### config.mk
export PLATFORM = sky130hd
export DESIGN_NAME = rv_alu
export DESIGN_NICKNAME = d
export VERILOG_FILES = /design/src/rtl/rv_alu.sv
export SDC_FILE = /design/constraint.sdc
export NUM_CORES = 1
export LEC_CHECK = 0
export CAP_MARGIN = 20
export CORE_UTILIZATION = 50
export CTS_CLUSTER_DIAMETER = 80
export DETAILED_ROUTE_END_ITERATION = 12
export PLACE_DENSITY = 0.78
export SLEW_MARGIN = 20
export SYNTH_ARGS = -nofsm -noshare
export SYNTH_HDL_FRONTEND = slang
export SYNTH_SLANG_ARGS = --single-unit
### constraint.sdc
create_clock -name clk -period 1.1 [get_ports clk]
set_input_delay 0.22 -clock clk [delete_from_list [all_inputs] [get_ports clk]]
set_output_delay 0.22 -clock clk [all_outputs]
set_load 0.03 [all_outputs]
### src/rtl/rv_alu.sv
// rv_alu: registered 32-bit integer ALU for the RV32I execute stage.
// Decodes R-type funct3/funct7[5], registers the result into rd and
// derives the zero flag z from the registered value.
// Optional feature: define RV_ALU_SHIFT_EN to build SLL/SRL/SRA on a
// 5-stage barrel shifter; without it the shift encodings return zero
// and no shifter logic exists.
module rv_alu (
  input  logic        clk,
  input  logic        rst_n,
  input  logic [31:0] rs1,
  input  logic [31:0] rs2,
  input  logic [2:0]  funct3,
  input  logic [6:0]  funct7,
  output logic [31:0] rd,
  output logic        z
);

  typedef enum logic [2:0] {
    OP_ADD  = 3'b000,
    OP_SLL  = 3'b001,
    OP_SLT  = 3'b010,
    OP_SLTU = 3'b011,
    OP_XOR  = 3'b100,
    OP_SRL  = 3'b101,
    OP_OR   = 3'b110,
    OP_AND  = 3'b111
  } op_e;

  logic [31:0] rd_d;
  logic [31:0] rd_q;
  logic        alt;
  logic [31:0] add_sub_res;
  logic        slt_res;
  logic        sltu_res;
  logic [31:0] shift_res;

  // Only funct7[5] carries meaning; the remaining bits are deliberately dropped.
  logic unused_funct7;
  assign unused_funct7 = ^{funct7[6], funct7[4:0]};

  assign alt         = funct7[5];
  assign add_sub_res = alt ? (rs1 - rs2) : (rs1 + rs2);
  assign slt_res     = $signed(rs1) < $signed(rs2);
  assign sltu_res    = rs1 < rs2;

`ifdef RV_ALU_SHIFT_EN
  // Left shifts reuse the right-shift stages by reversing bits on the way in and out.
  function automatic logic [31:0] reverse32(input logic [31:0] v);
    logic [31:0] r;
    for (int i = 0; i < 32; i++) begin
      r[i] = v[31-i];
    end
    return r;
  endfunction

  logic [4:0]  shamt;
  logic        shift_left;
  logic        shift_fill;
  logic [31:0] stage [6];

  assign shamt      = rs2[4:0];
  assign shift_left = (funct3 == OP_SLL);
  assign shift_fill = ~shift_left & alt & rs1[31];
  assign stage[0]   = shift_left ? reverse32(rs1) : rs1;

  // Each stage shifts right by 2^i when shamt[i] is set, filling with the sign for SRA.
  for (genvar i = 0; i < 5; i++) begin : g_shift_stage
    localparam int Sh = 1 << i;
    assign stage[i+1] = shamt[i] ? {{Sh{shift_fill}}, stage[i][31:Sh]} : stage[i];
  end

  assign shift_res = shift_left ? reverse32(stage[5]) : stage[5];
`else
  assign shift_res = 32'h0;
`endif

  // Select the operation result to be captured on the next rising edge.
  always_comb begin
    rd_d = 32'h0;
    case (op_e'(funct3))
      OP_ADD:  rd_d = add_sub_res;
      OP_SLL:  rd_d = shift_res;
      OP_SLT:  rd_d = {31'b0, slt_res};
      OP_SLTU: rd_d = {31'b0, sltu_res};
      OP_XOR:  rd_d = rs1 ^ rs2;
      OP_SRL:  rd_d = shift_res;
      OP_OR:   rd_d = rs1 | rs2;
      OP_AND:  rd_d = rs1 & rs2;
      default: rd_d = 32'h0;
    endcase
  end

  // Result register: cleared asynchronously by reset, otherwise loaded every cycle.
  always_ff @(posedge clk or negedge rst_n) begin
    if (!rst_n) begin
      rd_q <= 32'h0;
    end else begin
      rd_q <= rd_d;
    end
  end

  assign rd = rd_q;
  assign z  = ~|rd_q;

endmodule

==> results of run 1 <==
## per-stage QoR
step / hold WS (ns) / TNS, ns
floorplan: -0.0756 / -31.13
global placement: 0.615 / -59.71
detailed placement: 0.609 / -61.73
CTS: 0.322 / -37.52
## per-layer routing
| layer | GRT overflow | GRT usage (%) |
|---|---|---|
| met1 | 13 | 88.4 |
| met2 | 781 | 129 |
| met3 | 8 | 75.7 |
| met4 | 263 | 116 |
| met5 | 0 | 23.3 |
## cell families after synthesis
logic type | synth area share (%)
AOI/OAI and AO/OA | 33.5
and+or+nand+nor | 17.2
buffers and inverters | 9.53
adders and majority gates | 21.4
DFF | 13.5
xor gates and xnor gates | 2.67
muxes | 2.20
## timing repair
action / in CTS
gates resized for setup: 350
gates cloned: 0
pin swaps: 114
setup endpoints to repair: 61
buffers inserted: 51
==> run_summary.xml, run 1 <==
<?xml version="1.0" encoding="UTF-8"?>
<metrics>
  <group name="placement">
    <metric name="place_hpwl" unit="µm">19600</metric>
    <metric name="placement.cell_area" unit="µm²">9460</metric>
    <metric name="routabilityCongestion" unit="">1.04</metric>
    <metric name="pre_cts_slack" unit="ns">-2.34</metric>
    <metric name="place.port_buffers" unit="">102</metric>
    <metric name="count_of_placed_standard_cells_including_taps" unit="">1298</metric>
  </group>
  <group name="clock_tree">
    <metric name="postCtsHoldBufs" unit="">0</metric>
    <metric name="root_buffer" unit="">sky130_fd_sc_hd__clkbuf_16</metric>
    <metric name="cts_inserted_buffers" unit="">5</metric>
    <metric name="numClockSinks" unit="">32</metric>
    <metric name="max-clock-path-buffers" unit="">2</metric>
    <metric name="number_of_levels_in_the_clock_h_tree" unit="">2</metric>
  </group>
  <group name="yosys">
    <metric name="synthMostInstantiatedCell" unit="">sky130_fd_sc_hd__ha_1</metric>
    <metric name="ys_ff_latch" unit="">32</metric>
    <metric name="cell_area_after_synthesis" unit="µm²">5910</metric>
    <metric name="part_of_the_yosys_area_used_for_sequential_elements" unit="%">13.5</metric>
    <metric name="synth_top_area_share" unit="%">20.7</metric>
    <metric name="synth_cells" unit="">816</metric>
    <metric name="dominantRegCellSynth" unit="">sky130_fd_sc_hd__dfrtp_1</metric>
    <metric name="synth_top_cells_by_count" unit="">98 x sky130_fd_sc_hd__ha_1, 88 x sky130_fd_sc_hd__inv_1, 87 x sky130_fd_sc_hd__nor2_1</metric>
    <metric name="postSynthNetCount" unit="">992</metric>
    <metric name="asyncSetResetFlopFracSynth" unit="%">100</metric>
    <metric name="synth.top_cells.by_area" unit="">sky130_fd_sc_hd__ha_1 21%, sky130_fd_sc_hd__dfrtp_1 14%, sky130_fd_sc_hd__inv_1 5.6%, sky130_fd_sc_hd__nor2_1 5.5%, sky130_fd_sc_hd__a21oi_1 5.3%</metric>
    <metric name="cell_type_with_the_highest_aggregate_area_in_the_netlist" unit="">sky130_fd_sc_hd__ha_1</metric>
    <metric name="postSynthAreaPerCell" unit="µm²">7.24</metric>
    <metric name="synth-warning-count" unit="">0</metric>
    <metric name="post_synth_num_cell_types" unit="">76</metric>
    <metric name="synth_enable_flop_cells" unit="">0</metric>
  </group>
  <group name="run_status">
    <metric name="status" unit="">aborted with a tool error</metric>
    <metric name="error" unit="">[ERROR GRT-0232] Routing congestion too high. Check the congestion heatmap in the GUI.</metric>
    <metric name="last-stage-reached" unit="">global routing (5_1_grt)</metric>
  </group>
  <group name="floorplan">
    <metric name="floorplan.rows" unit="">39</metric>
    <metric name="die_h" unit="µm">111</metric>
    <metric name="die_w" unit="µm">111</metric>
    <metric name="initial_utilization" unit="%">51.5</metric>
    <metric name="io_pins" unit="">109</metric>
  </group>
  <group name="sta">
    <metric name="postGrtWorstEndpoint" unit="">rd[31]$_DFF_PN0_/D</metric>
    <metric name="worst_path_end_type" unit="">register data pin</metric>
  </group>
  <group name="global_route">
    <metric name="grt_start_max_net_pins" unit="">33</metric>
    <metric name="aggregate_global_routing_overflow" unit="">1065</metric>
    <metric name="grt.total_usage" unit="%">99.0</metric>
  </group>
</metrics>
==> run 2, diff against run 1 <==
--- a/config.mk
+++ b/config.mk
@@ -6,10 +6,9 @@
 export NUM_CORES = 1
 export LEC_CHECK = 0
 export CAP_MARGIN = 20
-export CORE_UTILIZATION = 50
-export CTS_CLUSTER_DIAMETER = 80
+export CORE_UTILIZATION = 35
 export DETAILED_ROUTE_END_ITERATION = 12
-export PLACE_DENSITY = 0.78
+export PLACE_DENSITY_LB_ADDON = 0.15
 export SLEW_MARGIN = 20
 export SYNTH_ARGS = -nofsm -noshare
 export SYNTH_HDL_FRONTEND = slang
==> run 2 against run 1 <==
The flow now finishes, with violations (negative setup slack). Synthesized cell count unchanged. Area after synthesis unchanged.
==> run_summary.xml, run 2 <==
<?xml version="1.0" encoding="UTF-8"?>
<metrics>
  <group name="yosys">
    <metric name="synth_enable_flop_cells" unit="">0</metric>
    <metric name="synth-warning-count" unit="">0</metric>
    <metric name="synth_xor_xnor_area_share" unit="%">2.67</metric>
    <metric name="synth_cells" unit="">816</metric>
    <metric name="post_synth_and_or_nand_nor_area_fraction" unit="%">17.2</metric>
    <metric name="cell_type_with_the_highest_aggregate_area_in_the_netlist" unit="">sky130_fd_sc_hd__ha_1</metric>
    <metric name="synth.top_cells.by_area" unit="">sky130_fd_sc_hd__ha_1 21%, sky130_fd_sc_hd__dfrtp_1 14%, sky130_fd_sc_hd__inv_1 5.6%, sky130_fd_sc_hd__nor2_1 5.5%, sky130_fd_sc_hd__a21oi_1 5.3%</metric>
    <metric name="dominantRegCellSynth" unit="">sky130_fd_sc_hd__dfrtp_1</metric>
    <metric name="synth_adder_area_share" unit="%">21.4</metric>
    <metric name="cell_area_after_synthesis" unit="µm²">5910</metric>
    <metric name="synth_top_cells_by_count" unit="">98 x sky130_fd_sc_hd__ha_1, 88 x sky130_fd_sc_hd__inv_1, 87 x sky130_fd_sc_hd__nor2_1</metric>
    <metric name="ys_ff_latch" unit="">32</metric>
    <metric name="post_synth_num_cell_types" unit="">76</metric>
    <metric name="synthMostInstantiatedCell" unit="">sky130_fd_sc_hd__ha_1</metric>
    <metric name="postSynthAreaPerCell" unit="µm²">7.24</metric>
    <metric name="synth_top_area_share" unit="%">20.7</metric>
    <metric name="part_of_the_yosys_area_used_for_sequential_elements" unit="%">13.5</metric>
    <metric name="synth.area.mux_share" unit="%">2.20</metric>
    <metric name="asyncSetResetFlopFracSynth" unit="%">100</metric>
    <metric name="area_fraction_in_compound_gates_after_synthesis" unit="%">33.5</metric>
    <metric name="main_combinational_cell_family_by_area_after_synthesis" unit="">compound AO/OA/AOI/OAI gates</metric>
    <metric name="postSynthNetCount" unit="">992</metric>
  </group>
  <group name="routing">
    <metric name="wl_per_cell" unit="µm">17.6</metric>
    <metric name="drcViolationCount" unit="">0</metric>
    <metric name="detail_route.first_pass.iterations" unit="">5</metric>
    <metric name="met2RoutedLength" unit="µm">12000</metric>
    <metric name="wl_met1" unit="µm">10800</metric>
    <metric name="antenna_left" unit="">0</metric>
    <metric name="wirelength" unit="µm">25400</metric>
    <metric name="met3RoutedLength" unit="µm">1500</metric>
    <metric name="top_layer_used" unit="">met4</metric>
    <metric name="post_drt_via_cell_ratio" unit="">5.39</metric>
    <metric name="first_iter_violations" unit="">674</metric>
    <metric name="routed-via-count" unit="">7789</metric>
  </group>
  <group name="placement">
    <metric name="placement.cell_area" unit="µm²">9580</metric>
    <metric name="place.port_buffers" unit="">102</metric>
    <metric name="pre_cts_slack" unit="ns">-2.23</metric>
    <metric name="routabilityCongestion" unit="">0.939</metric>
    <metric name="count_of_placed_standard_cells_including_taps" unit="">1377</metric>
    <metric name="place_hpwl" unit="µm">18600</metric>
  </group>
  <group name="setup_path">
    <metric name="cp_max_fo" unit="">4</metric>
    <metric name="end_kind" unit="">flop</metric>
    <metric name="worstPathRequired" unit="ns">1.27</metric>
    <metric name="setup.worst_path.class" unit="">input port to flop</metric>
    <metric name="timing.critical_path.arrival" unit="ns">2.74</metric>
    <metric name="critical_path.startpoint_type" unit="">input port</metric>
  </group>
  <group name="cells_and_area">
    <metric name="largest_register_ffs" unit="">32</metric>
    <metric name="final_layout_size_suffix_gt1_share" unit="%">52.0</metric>
    <metric name="layout.cells.most_common" unit="">sky130_fd_sc_hd__buf_4</metric>
    <metric name="final_cells" unit="">1445</metric>
    <metric name="postLayoutCellArea" unit="µm²">11200</metric>
    <metric name="top_library_cells_by_usage_in_the_layout_fill_and_taps_aside" unit="">295 x sky130_fd_sc_hd__buf_4, 87 x sky130_fd_sc_hd__buf_6, 76 x sky130_fd_sc_hd__nor2_1</metric>
    <metric name="post_layout_net_count" unit="">1400</metric>
    <metric name="area_growth_syn_to_layout" unit="%">89.4</metric>
    <metric name="antenna_cells" unit="">0</metric>
  </group>
  <group name="power_and_ir_drop">
    <metric name="total_leakage_power" unit="nW">5.30</metric>
    <metric name="power.ir.vdd_worst" unit="µV">573</metric>
    <metric name="power.density" unit="nW/µm²">785</metric>
  </group>
  <group name="sta">
    <metric name="portion_of_the_clock_cycle_consumed_by_the_worst_path_in_the_final_layout" unit="%">234</metric>
    <metric name="slew_violations" unit="">0</metric>
    <metric name="worst-slew-pin-transition" unit="ns">0.620</metric>
    <metric name="timing.final.hold_violations" unit="">0</metric>
    <metric name="fin_hold_ws" unit="ns">0.314</metric>
    <metric name="timing.slew.headroom" unit="%">58.2</metric>
    <metric name="timing.final.setup_violations" unit="">64</metric>
    <metric name="final_critical_path_setup_slack" unit="ns">-1.47</metric>
    <metric name="fmax" unit="GHz">0.389</metric>
    <metric name="fin_crit" unit="ns">2.57</metric>
    <metric name="setup_repair_after_global_routing_missed_its_margin" unit="">yes</metric>
  </group>
  <group name="clock_tree">
    <metric name="number_of_levels_in_the_clock_h_tree" unit="">2</metric>
    <metric name="clock_tree_from_tritoncts" unit="">done</metric>
    <metric name="root_buffer" unit="">sky130_fd_sc_hd__clkbuf_16</metric>
    <metric name="cts_inserted_buffers" unit="">5</metric>
    <metric name="max-clock-path-buffers" unit="">2</metric>
    <metric name="numClockSinks" unit="">32</metric>
    <metric name="postCtsHoldBufs" unit="">0</metric>
    <metric name="clk_transition_reported_paths" unit="ns">0.06</metric>
  </group>
  <group name="global_route">
    <metric name="global_route_wire_length_before_repair" unit="µm">39500</metric>
    <metric name="antenna_found_initial" unit="">0</metric>
    <metric name="grt_pass1_vias" unit="">7555</metric>
    <metric name="grt.total_usage" unit="%">28.4</metric>
    <metric name="aggregate_global_routing_overflow" unit="">0</metric>
    <metric name="grt_start_max_net_pins" unit="">33</metric>
  </group>
  <group name="run_status">
    <metric name="status" unit="">complete, but fails checks</metric>
    <metric name="failing_checks" unit="">negative setup slack</metric>
  </group>
  <group name="floorplan">
    <metric name="die_w" unit="µm">132</metric>
    <metric name="die_h" unit="µm">132</metric>
    <metric name="die-area" unit="µm²">17400</metric>
    <metric name="floorplan.rows" unit="">47</metric>
    <metric name="initial_utilization" unit="%">35.8</metric>
    <metric name="io_pins" unit="">109</metric>
    <metric name="core-area" unit="µm²">16500</metric>
  </group>
  <group name="min_path">
    <metric name="timing.hold.worst.class" unit="">input port to asynchronous set/reset pin</metric>
  </group>
  <group name="flow_run">
    <metric name="maxCapViolCount" unit="">0</metric>
  </group>
</metrics>
## run 2: cell counts after synthesis
No cell type changed its count.
## run 2: timing repair
action                                 CTS  global route
setup buffers                           51            38
pin swaps                               99            85
setup endpoints to repair               65            64
resized for setup                      296           109
endpoints found under the hold margin    0             0
## run 2: report_power, final
| group | total, mW | switching [mW] | internal, mW |
|---|---|---|---|
| Clock | 1.46 | 0.627 | 0.836 |
| Combinational | 5.88 | 2.87 | 3.01 |
| Sequential | 1.44 | 0.136 | 1.31 |
| Total | 8.78 | 3.63 | 5.15 |
## run 2: layer usage
layer	track usage [%]	up-vias
met5	0	-
met4	11.0	0
met3	3.15	77
met2	47.9	343
met1	36.9	3642
li1	-	3727
## run 2: path summary, 6_finish.rpt
check	cells after the start	endpoint	from
min in group clk	4	rd[0]	funct3[1]
min	2	rd[30]	rst_n
max in group asynchronous	2	rd[13]	rst_n
max	14	rd[26]	rs2[1]
## run 2: worst max-delay path: stages
cell	delay, ns
sky130_fd_sc_hd__buf_8	0.08
sky130_fd_sc_hd__clkinvlp_4	0.11
sky130_fd_sc_hd__buf_4	0.16
sky130_fd_sc_hd__fa_2	0.36
sky130_fd_sc_hd__nor2b_4	0.14
sky130_fd_sc_hd__o211ai_1	0.15
sky130_fd_sc_hd__buf_4	0.16
sky130_fd_sc_hd__a311oi_4	0.10
sky130_fd_sc_hd__buf_4	0.17
sky130_fd_sc_hd__o21ai_4	0.15
sky130_fd_sc_hd__a211oi_2	0.10
sky130_fd_sc_hd__a2111o_1	0.48
sky130_fd_sc_hd__a31oi_1	0.23
sky130_fd_sc_hd__o221ai_2	0.13
## run 2: cell families (layout without fill, tap and decap cells)
group	Yosys count	in the layout
compound gates	290	290
xor+xnor	18	18
fa+ha+maj	100	100
buf+inv	142	551
flops	32	32
mux	13	13
simple gates	221	221
## run 2: stage by stage
stage                     util, %  setup TNS (ns)  power [mW]
final                        67.7          -39.28        8.78
after global routing         67.7          -43.62        9.21
after CTS                    65.6          -38.39        8.40
after detailed placement     58.0          -59.06        6.21
after global placement       58.0          -58.39        6.18
after floorplan                 -          -31.13        3.89
## run 2: area by class of cell
type	instances	area [µm²]
Clock buffer	5	125
Clock inverter	3	18.8
Fill cell	1321	5330
Inverter	89	398
Multi-Input combinational cell	642	5680
Sequential cell	32	817
Tap cell	220	275
Timing Repair Buffer	454	3880
No activity file was read; power rests on OpenSTA's default activity.
